**src/rtl/sigmoid_pwl_pipe_if.sv**
```systemverilog
// rtl/sigmoid_pwl_pipe_if.sv - valid/ready input and output streams of the sigmoid pipeline
interface sigmoid_pwl_pipe_if;
  logic        in_valid;
  logic        in_ready;
  logic [15:0] in_data;
  logic        out_valid;
  logic        out_ready;
  logic [15:0] out_data;

  modport master (
    output in_valid, in_data, out_ready,
    input  in_ready, out_valid, out_data
  );

  modport slave (
    input  in_valid, in_data, out_ready,
    output in_ready, out_valid, out_data
  );
endinterface

```
**src/rtl/sigmoid_pwl_pipe.sv**
```systemverilog
// rtl/sigmoid_pwl_pipe.sv - pipelined piecewise-linear sigmoid on signed Q8.8 samples
// Accept register, then S1 |x|, S2 segment value, S3 reflection; one global stall.
module sigmoid_pwl_pipe (
  input logic               clk,
  input logic               rst,
  sigmoid_pwl_pipe_if.slave bus
);
  logic        adv;
  logic        s0_valid;
  logic [15:0] s0_x;
  logic        s1_valid;
  logic        s1_neg;
  logic [15:0] s1_abs;
  logic        s2_valid;
  logic        s2_neg;
  logic [15:0] s2_y;
  logic        s3_valid;
  logic [15:0] s3_data;
  logic [15:0] abs_c;
  logic [15:0] y_c;

  // Every stage moves together; a bubble in the middle never lets the input run ahead.
  assign adv          = bus.out_ready | ~s3_valid;
  assign bus.in_ready = adv;
  assign bus.out_valid = s3_valid;
  assign bus.out_data  = s3_data;

  always_comb begin
    abs_c = s0_x;
    if (s0_x == 16'h8000) begin
      abs_c = 16'h7FFF;
    end else if (s0_x[15]) begin
      abs_c = ~s0_x + 16'h0001;
    end
  end

  always_comb begin
    y_c = 16'h0100;
    if (s1_abs < 16'h0100) begin
      y_c = (s1_abs >> 2) + 16'h0080;
    end else if (s1_abs < 16'h0260) begin
      y_c = (s1_abs >> 3) + 16'h00A0;
    end else if (s1_abs < 16'h0500) begin
      y_c = (s1_abs >> 5) + 16'h00D8;
    end
  end

  always_ff @(posedge clk) begin
    if (rst) begin
      s0_valid <= 1'b0;
      s0_x     <= 16'h0000;
      s1_valid <= 1'b0;
      s1_neg   <= 1'b0;
      s1_abs   <= 16'h0000;
      s2_valid <= 1'b0;
      s2_neg   <= 1'b0;
      s2_y     <= 16'h0000;
      s3_valid <= 1'b0;
      s3_data  <= 16'h0000;
    end else if (adv) begin
      s0_valid <= bus.in_valid;
      s0_x     <= bus.in_data;
      s1_valid <= s0_valid;
      s1_neg   <= s0_x[15];
      s1_abs   <= abs_c;
      s2_valid <= s1_valid;
      s2_neg   <= s1_neg;
      s2_y     <= y_c;
      s3_valid <= s2_valid;
      // 1.0 - y for negative inputs, as one's complement plus 0x0101
      s3_data  <= s2_valid ? (s2_neg ? (~s2_y + 16'h0101) : s2_y) : 16'h0000;
    end
  end
endmodule

```
**src/flat_wrapper.sv**
```systemverilog
// flat-port wrapper written by rule: the top's interface ports become plain ports
module sigmoid_pwl_pipe_flat 
  (clk, rst, bus_in_valid, bus_in_data, bus_out_ready, bus_in_ready, bus_out_valid, bus_out_data);
  sigmoid_pwl_pipe_if bus_i ();
  input logic clk;
  input logic rst;
  input wire logic [$bits(bus_i.in_valid)-1:0] bus_in_valid;
  input wire logic [$bits(bus_i.in_data)-1:0] bus_in_data;
  input wire logic [$bits(bus_i.out_ready)-1:0] bus_out_ready;
  output wire logic [$bits(bus_i.in_ready)-1:0] bus_in_ready;
  output wire logic [$bits(bus_i.out_valid)-1:0] bus_out_valid;
  output wire logic [$bits(bus_i.out_data)-1:0] bus_out_data;
  assign bus_i.in_valid = bus_in_valid;
  assign bus_i.in_data = bus_in_data;
  assign bus_i.out_ready = bus_out_ready;
  assign bus_in_ready = bus_i.in_ready;
  assign bus_out_valid = bus_i.out_valid;
  assign bus_out_data = bus_i.out_data;
  sigmoid_pwl_pipe u_core (.clk(clk), .rst(rst), .bus(bus_i));
endmodule
```
**config.mk**
```make
export PLATFORM = sky130hd
export DESIGN_NAME = sigmoid_pwl_pipe_flat
export DESIGN_NICKNAME = d
export VERILOG_FILES = /design/src/rtl/sigmoid_pwl_pipe_if.sv /design/src/rtl/sigmoid_pwl_pipe.sv /design/src/flat_wrapper.sv
export SDC_FILE = /design/constraint.sdc
export NUM_CORES = 1
export LEC_CHECK = 0
export CORE_UTILIZATION = 52
export DETAILED_ROUTE_END_ITERATION = 10
export PLACE_DENSITY = 0.75
export SETUP_SLACK_MARGIN = 0.02
export SLEW_MARGIN = 20
export SYNTH_ARGS = -nofsm -noshare
export SYNTH_HDL_FRONTEND = slang
export SYNTH_SLANG_ARGS = --single-unit
```
**constraint.sdc**
```tcl
create_clock -name clk -period 4.4 [get_ports clk]
set_clock_uncertainty 0.15 [all_clocks]
set_input_delay 1.1 -clock clk [delete_from_list [all_inputs] [get_ports clk]]
set_output_delay 1.1 -clock clk [all_outputs]
set_load 0.005 [all_outputs]
```
* After elaboration in Yosys (flattened, before gate mapping)
Cells that the tools add are included.
Word-level totals: bits in registers 70
Cells by class: add/sub/neg operators 5, $lt $le $gt $ge 3, equality and inequality tests 1, mux-type cells 7, bitwise logic cells 4
Operator list (number):
- 16-bit two-way mux | 7
- 16-bit NOT | 2
- 16-bit by 1-bit adder with 16-bit output (second input constant) | 1
- 16-bit by 9-bit adder with 16-bit output (second input constant) | 1
- 16-bit == test (second input constant) | 1
- 16-bit by 10-bit < comparator with 1-bit output (second input constant) | 1
- 16-bit by 11-bit < comparator with 1-bit output (second input constant) | 1
- 16-bit by 9-bit < comparator with 1-bit output (second input constant) | 1
- 14-bit by 8-bit adder with 15-bit output (second input constant) | 1
- 13-bit by 8-bit adder with 14-bit output (second input constant) | 1
- 11-bit by 8-bit adder with 12-bit output (second input constant) | 1
- 1-bit NOT | 1
- 1-bit OR | 1

* Logic depth before layout (Yosys ltp)
Gate-level depths: netlist of run 1.
word-level depth 4, gate-level depth with buffers 8, depth with buffers taken out 6

* Least setup slack after synthesis of run 1
No wires, ideal clock.
kind input to output, start point input port bus_out_ready, end point output port bus_in_ready, data arrival time 1.969 ns, path slack 1.181 ns, stages 5, cell sequence nor2b_1 > clkbuf_1 > inv_1 > clkbuf_1 > clkbuf_1
Between the ends: longest elaborated chain between the ends 1
RTL lines:
- from (decl) | line flat_wrapper.sv:9 | input wire logic [$bits(bus_i.out_ready)-1:0] bus_out_ready;
- 1-bit OR | line sigmoid_pwl_pipe.sv:23 | assign adv = bus.out_ready | ~s3_valid;
- to (decl) | line flat_wrapper.sv:10 | output wire logic [$bits(bus_i.in_ready)-1:0] bus_in_ready;
Every way passes these cells.

* Worst setup path in the final report of run 1
Same ends and word-level chain as after synthesis.

==> results by group, run 1 <==
Power
  – Worst vdd ir: 243 uV
  – Power Internal: ~1.1 mW
  – Switching power summed over all nets: 0.370 mW
  – Combinational share of power: 12.5%
  – Portion of total power attributed to the clock network: 41.6%
  – Total power: around 1.5 mW
  – Power Density: 367 nW/um^2
  – Static leakage: 1.51 nW
  – Sequential share of power: 45.9%
  – Switching share of power: between 20 and 30%

Setup path
  – Critical path destination: bus_in_ready
  – Element type at the critical path start: input port
  – Worst setup startpoint: bus_out_ready
  – Maximum fanout count along the critical path: 3
  – Path depth of the worst reg2reg path: 6
  – Worst flop-to-flop path endpoint: u_core.s2_y[1]$_SDFFE_PP0P_
  – Critical path capture point type: output port
  – Endpoint required time on the critical path: 3150 ps
  – Critical Path AT: 2350 ps
  – Setup CP Type: in2out
  – Worst R2R Start: u_core.s1_abs[8]$_SDFFE_PP0P_
  – Worst-case register-to-register setup slack: 1760 ps

Run status
  – Outcome: finished, final reports clean

GRT
  – Number of global-route vias before repair: 2,890
  – Global routing usage summed across all routing layers: 23.1%
  – Global-route met2 utilization: 39.0%
  – Wire length of the first global-routing pass: 13.0 mm
  – Busiest metal layer after global routing: met2
  – Remaining global-route overflow: 0
  – Met3 global-route usage: 3.48%
  – Antenna violations before repair: 0
  – Met1 Track Usage GR: 28.1%
  – Largest net degree at the start of global routing: 58

Clock network
  – Number of gates resized after CTS: 0
  – TritonCTS clock tree: yes
  – CTS HTree Levels: 3
  – Clk sink count: 67
  – Post-CTS setup repair buffer count: 0
  – Clock transition at the registers of the reported paths: 70 ps
  – Total CTS buffers: 9
  – Worst-Skew Late Latency: roughly 350 ps
  – Buffer type at the clock tree root: sky130_fd_sc_hd__clkbuf_8
  – Number of buffers inserted by hold repair at cts: 0
  – Clk buf depth: 2

Synth
  – Share of the synthesized area in the top cell type: 39.5%
  – Net count of the mapped netlist: 448
  – Share of async-settable or async-resettable flops after synthesis: 0%
  – Avg Cell Area, Syn: 8.09 sq um
  – Count of flip-flops with a built-in enable after synthesis: 0
  – Count of warnings emitted by yosys: 0
  – Total standard cell area after synthesis: 3400 sq um
  – Sequential element share of the synthesized area: 39.5%
  – List of most frequent post-synthesis cells: 78 x sky130_fd_sc_hd__nand2_1, 67 x sky130_fd_sc_hd__dfxtp_1, 36 x sky130_fd_sc_hd__a21oi_1
  – Most used standard cell by instance count after synthesis: sky130_fd_sc_hd__nand2_1
  – Number of flip-flops and latches in the synthesized netlist: 67
  – Most used flip-flop cell after synthesis: sky130_fd_sc_hd__dfxtp_1
  – Top cells by area in the synthesized netlist: sky130_fd_sc_hd__dfxtp_1 39%, sky130_fd_sc_hd__nand2_1 8.6%, sky130_fd_sc_hd__a21oi_1 5.3%
  – Library cells used by synthesis: 57
  – Synthesized netlist cell count: 420
  – Post-synthesis cell type with the largest combined area: sky130_fd_sc_hd__dfxtp_1

Floorplanning
  – Row Count: 29
  – Height of the die: 82.8 microns
  – Top-Level Pins: 38
  – Horizontal die dimension: between 80 and 90 microns
  – Core footprint: 6310 sq um
  – Area of the die: 6860 sq um
  – Initial core utilization: 53.8%

Timing
  – Period minus WS final: 3600 ps
  – Max-slew violation total from the final report: 0
  – Hold Violations, Final: 0
  – Least-Margin Pin Slew: 959 ps
  – Final sum of negative setup slack: 0 ps
  – Max Freq: 278 MHz
  – Slew Limit Headroom: 35.8%
  – PnR worst setup slack: ~800 ps
  – Final cycle utilization of the critical path: 81.7%
  – Worst hold slack: 295 ps
  – Finish-stage setup viols: 0
  – Setup repair after global routing missed its margin: no

Cells and area
  – Layout overhead on the synthesized area: 18.1%
  – Fin nets: 468
  – Final core occ: 63.5%
  – Number of standard cells in the final layout excluding fillers: 522
  – Area of all placed cells without fillers: 4010 sq um
  – Fraction of layout cells with a size suffix above 1: 6.97%
  – Inserted Diodes: 0

Placement
  – Instance count after placement with tap cells included: 506
  – HPWL Detailed: 5.16 mm
  – Dpl cell area: 3760 sq um
  – PortBufs: 37
  – Post-place setup slack: 812 ps
  – Routability Congestion: 0.920

Drt
  – DR vias/cell: 5.86
  – Post-route DRC violation count: 0
  – Antenna Violating Nets Remaining: 0
  – Routed WL per cell: 14.4 microns
  – Number of vias after detailed routing: 3,060
  – Pre-Repair DR Iteration Count: 7
  – Routed WL: 7.50 mm
  – Initial DRC count: between 200 and 250

Flow run
  – Max-capacitance violation count: 0

Min path
  – Path category of the worst min-delay check: reg2reg
## cell type report
| cell class | instances | area (sq um) |
|---|---|---|
| clock inverters | 3 | 67.6 |
| clock buffers | 13 | 179 |
| fillers | 564 | 2300 |
| well taps | 77 | 96.3 |
| flip-flops and latches | 67 | 1340 |
| repair buffers | 41 | 400 |
| inverters | 12 | 45.0 |
| multi-input cells | 309 | 1880 |
## power by group through the flow
| stage | clock network [mW] | registers (mW) | logic [mW] |
|---|---|---|---|
| 2_1_floorplan | 0 | 0.672 | 0.144 |
| 3_3_place_gp | 0 | 0.688 | 0.178 |
| 3_5_place_dp | 0 | 0.689 | 0.181 |
| 4_1_cts | 0.621 | 0.676 | 0.183 |
| 5_1_grt | 0.644 | 0.681 | 0.207 |
| 6_report | 0.612 | 0.676 | 0.183 |
## cells by family (layout without fill, tap and decap cells)
| group | after synthesis | in the layout | synth area share (%) |
|---|---|---|---|
| simple gates | 158 | 158 | 23.4 |
| compound gates | 121 | 121 | 23.0 |
| xor+xnor | 18 | 18 | 4.64 |
| buf+inv | 44 | 69 | 5.34 |
| mux | 4 | 4 | 1.18 |
| flops | 67 | 67 | 39.5 |
| fa+ha+maj | 8 | 8 | 2.95 |
## critical path, stage by stage
cell and delay, ps:
sky130_fd_sc_hd__clkdlybuf4s50_1 510, sky130_fd_sc_hd__nor2b_2 60, sky130_fd_sc_hd__inv_1 150, sky130_fd_sc_hd__clkdlybuf4s50_1 530
## cells in the final DEF (no fill, tap or decap), drive strengths merged, types with 6 or more instances in the layout
master / count
nand3: 7
nor3: 6
inv: 12
clkdlybuf4s50: 37
nor2: 12
clkbuf: 13
a311oi: 8
xor2: 15
nand2: 78
a221oi: 6
a31oi: 6
ha: 8
and2: 8
dfxtp: 67
o31ai: 7
o21ai: 29
a21oi: 36
nand4: 7
nand2b: 9
## per-layer routing
layer / vias up / share of wire [%]
met5: - / 0
met3: 22 / 3.8
met4: 0 / 2.7
met1: 1401 / 46
li1: 1553 / -
met2: 84 / 48
## how the worst min path moves through the flow
stage / start / to / slack (ps) / depth (start not counted)
after detailed placement: u_core.bus.out_data[7]$_SDFFE_PP0P_ / u_core.bus.out_data[7]$_SDFFE_PP0P_ / 290 / 2
after floorplan: u_core.s1_abs[15]$_SDFFE_PP0P_ / u_core.s1_abs[15]$_SDFFE_PP0P_ / 280 / 1
final: u_core.bus.out_data[15]$_SDFFE_PP0P_ / u_core.bus.out_data[15]$_SDFFE_PP0P_ / 290 / 2
after global placement: u_core.bus.out_data[15]$_SDFFE_PP0P_ / u_core.bus.out_data[15]$_SDFFE_PP0P_ / 280 / 2
after global routing: u_core.s1_neg$_SDFFE_PP0P_ / u_core.s2_neg$_SDFFE_PP0P_ / 320 / 2
after CTS: u_core.bus.out_data[15]$_SDFFE_PP0P_ / u_core.bus.out_data[15]$_SDFFE_PP0P_ / 300 / 2
## sequential cells by signal (all words and copies together), names as in the netlist
signal and cells:
u_core.s0_valid 1, u_core.s1_valid 1, u_core.s1_abs 14, u_core.s0_x 16, u_core.s2_valid 1, u_core.s1_neg 1, u_core.s2_y 15, u_core.bus.out_data 16
u_core.bus.out_valid 1, u_core.s2_neg 1
Power figures use the tool's default switching activity.
==> run 2: changes to the inputs <==
--- a/config.mk
+++ b/config.mk
@@ -5,9 +5,9 @@
 export SDC_FILE = /design/constraint.sdc
 export NUM_CORES = 1
 export LEC_CHECK = 0
-export CORE_UTILIZATION = 52
+export CORE_UTILIZATION = 51
 export DETAILED_ROUTE_END_ITERATION = 10
-export PLACE_DENSITY = 0.75
+export PLACE_DENSITY = 0.76
 export SETUP_SLACK_MARGIN = 0.02
 export SLEW_MARGIN = 20
 export SYNTH_ARGS = -nofsm -noshare
==> constraint.sdc (replaced) <==
create_clock -name clk -period 3.2 [get_ports clk]
set_clock_uncertainty 0.15 [all_clocks]
set_input_delay 0.8 -clock clk [delete_from_list [all_inputs] [get_ports clk]]
set_output_delay 0.8 -clock clk [all_outputs]
set_load 0.005 [all_outputs]
==> results by group, run 2 (same netlist as run 1, synthesis figures left out) <==
Setup path
  – Maximum fanout count along the critical path: 2 (was 3)
  – Endpoint required time on the critical path: 2250 ps (was 3150 ps)
  – Critical path capture point type: output port (unchanged)
  – Path depth of the worst reg2reg path: 6 (unchanged)
  – Worst setup startpoint: bus_out_ready (unchanged)
  – Worst flop-to-flop path endpoint: u_core.s2_y[2]$_SDFFE_PP0P_ (was u_core.s2_y[1]$_SDFFE_PP0P_)
  – Setup CP Type: in2out (unchanged)
  – Element type at the critical path start: input port (unchanged)
  – Critical Path AT: 2070 ps (was 2350 ps)
  – Worst-case register-to-register setup slack: 550 ps (was 1760 ps)
  – Worst R2R Start: u_core.s1_abs[8]$_SDFFE_PP0P_ (unchanged)

Timing
  – Finish-stage setup viols: 0 (unchanged)
  – Period minus WS final: roughly 3000 ps
  – PnR worst setup slack: 176 ps (was 804 ps)
  – Max Freq: roughly 330 MHz
  – Final sum of negative setup slack: 0 ps (unchanged)
  – Least-Margin Pin Slew: 758 ps (was 959 ps)
  – Setup repair after global routing missed its margin: no (unchanged)
  – Slew Limit Headroom: 49.4% (was 35.8%)
  – Max-slew violation total from the final report: 0 (unchanged)
  – Hold Violations, Final: 0 (unchanged)
  – Final cycle utilization of the critical path: 94.5%

Cells and area
  – Fin nets: 469 (was 468)
  – Fraction of layout cells with a size suffix above 1: 6.52% (was 6.97%)
  – Final core occ: 62.3% (was 63.5%)
  – Inserted Diodes: 0 (unchanged)
  – Most common library cell in the layout ignoring fill and taps: sky130_fd_sc_hd__nand2_1 (unchanged)
  – Commonest cells after routing, fill and taps aside: 78 x sky130_fd_sc_hd__nand2_1, 67 x sky130_fd_sc_hd__dfxtp_1, 37 x sky130_fd_sc_hd__clkdlybuf4s50_1 (unchanged)
  – Layout overhead on the synthesized area: 17.1% (was 18.1%)

Clock network
  – Number of buffers inserted by hold repair at cts: 0 (unchanged)
  – Buffer type at the clock tree root: sky130_fd_sc_hd__clkbuf_8 (unchanged)
  – Number of gates resized after CTS: 0 (unchanged)
  – CTS HTree Levels: 3 (unchanged)
  – TritonCTS clock tree: yes (unchanged)
  – Clk sink count: 67 (unchanged)
  – Worst-Skew Late Latency: 340 ps (was 350 ps)
  – Total CTS buffers: 9 (unchanged)
  – Post-CTS setup repair buffer count: 0 (unchanged)
  – Clk buf depth: 2 (unchanged)
  – Clock transition at the registers of the reported paths: 60 ps (was 70 ps)

Power
  – Static leakage: 1.50 nW (was 1.51 nW)
  – Worst vdd ir: 377 uV (was 243 uV)
  – Power Density: 472 nW/um^2 (was 367 nW/um^2)

Placement
  – Post-place setup slack: 179 ps (was 812 ps)
  – HPWL Detailed: 5.14 mm (was 5.16 mm)
  – PortBufs: 37 (unchanged)
  – Routability Congestion: 0.890 (was 0.920)

GRT
  – Global routing usage summed across all routing layers: 22.8% (was 23.1%)
  – Wire length of the first global-routing pass: 13.0 mm (about the same)
  – Remaining global-route overflow: 0 (unchanged)
  – Number of global-route vias before repair: 2,781 (was 2,890)
  – Antenna violations before repair: 0 (unchanged)
  – Largest net degree at the start of global routing: 59 (was 58)

Min path
  – Path category of the worst min-delay check: reg2reg (unchanged)
  – Hold Path Stages: 2 (unchanged)
  – Worst hold start: u_core.bus.out_data[15]$_SDFFE_PP0P_ (unchanged)
  – Hold worst-path end: u_core.bus.out_data[15]$_SDFFE_PP0P_ (unchanged)

Floorplanning
  – Core footprint: 6390 sq um (was 6310 sq um)
  – Top-Level Pins: 38 (unchanged)
  – Height of the die: 83.6 microns (was 82.8 microns)
  – Initial core utilization: 53.2% (was 53.8%)
  – Horizontal die dimension: 83.6 microns (was 82.8 microns)
  – Row Count: 29 (unchanged)
  – Area of the die: 6990 sq um (was 6860 sq um)

Drt
  – Pre-Repair DR Iteration Count: 4 (was 7)
  – Routed WL per cell: 14.6 microns (was 14.4 microns)
  – Initial DRC count: 237 (was 202)
  – DR vias/cell: 5.94 (was 5.86)
  – Routed WL: 7.60 mm (was 7.50 mm)
  – Number of vias after detailed routing: 3,103 (was 3,060)
  – Post-route DRC violation count: 0 (unchanged)
  – Antenna Violating Nets Remaining: 0 (unchanged)

Run status
  – Outcome: finished, final reports clean (unchanged)

Flow run
  – Max-capacitance violation count: 0 (unchanged)
-- run 2: cell count changes in the layout (fill, tap and decap cells not counted), sizes merged --
cell	before	now
bufinv	2	1
clkinv	0	1
buf	4	5
clkinvlp	1	0
-- run 2: worst max-delay path by stage --
stage / to / cells after the start / slack [ps]
CTS: bus_in_ready / 4 / 170
detailed placement: bus_in_ready / 4 / 180
global placement: bus_in_ready / 4 / 180
finish: bus_in_ready / 4 / 180
floorplan: bus_in_ready / 5 / 580
global route: bus_in_ready / 4 / 120
-- run 2: report_power, final --
| group | switching [mW] | leakage [nW] | internal [mW] | total, mW |
|---|---|---|---|---|
| clock network | 0.297 | 0.0995 | 0.398 | 0.695 |
| registers | 0.0563 | 0.549 | 0.874 | 0.931 |
| logic | 0.137 | 0.852 | 0.117 | 0.254 |
-- run 2: layer usage --
layer | GRT usage [%] | wire [microns] | part of all wire [%] | vias up
met5 | 0 | 0 | 0 | -
met4 | 10.0 | 134 | 1.8 | 0
met3 | 3.66 | 307 | 4.0 | 13
met2 | 38.1 | 3810 | 50 | 82
met1 | 29.0 | 3350 | 44 | 1458
li1 | - | - | - | 1550
-- run 2: critical path, cell delays in order --
cell	delay (ps)
sky130_fd_sc_hd__clkdlybuf4s50_1	520
sky130_fd_sc_hd__nor2b_2	60
sky130_fd_sc_hd__inv_1	130
sky130_fd_sc_hd__clkdlybuf4s50_1	550
-- run 2: layout make-up --
class	count	area, sq um
clock inverter	2	35.0
fill	578	2410
timing repair buffer	42	420
tap	77	96.3
clock buffer	13	159
multi-input combinational	309	1880
inverter	12	45.0
sequential	67	1340
-- run 2: per-stage QoR --
stage               instance area (sq um)  total power [mW]  cells  hold slack (ps)
floorplan                            3400              1.12    420              281
global placement                     3780              1.19    507              285
detailed placement                   3780              1.20    507              291
CTS                                  3980              1.89    522              301
global route                         3980              1.97    522              317
finish                               3980              1.88    522              294
==> run 3: changes to the inputs <==
--- a/config.mk
+++ b/config.mk
@@ -9,6 +9,7 @@
 export DETAILED_ROUTE_END_ITERATION = 10
 export PLACE_DENSITY = 0.76
 export SETUP_SLACK_MARGIN = 0.02
+export SKIP_CTS_REPAIR_TIMING = 1
 export SLEW_MARGIN = 20
 export SYNTH_ARGS = -nofsm -noshare
 export SYNTH_HDL_FRONTEND = slang
==> results of run 3 <==
Same layout as run 2: the final DEF is identical, and so are final timing and power.
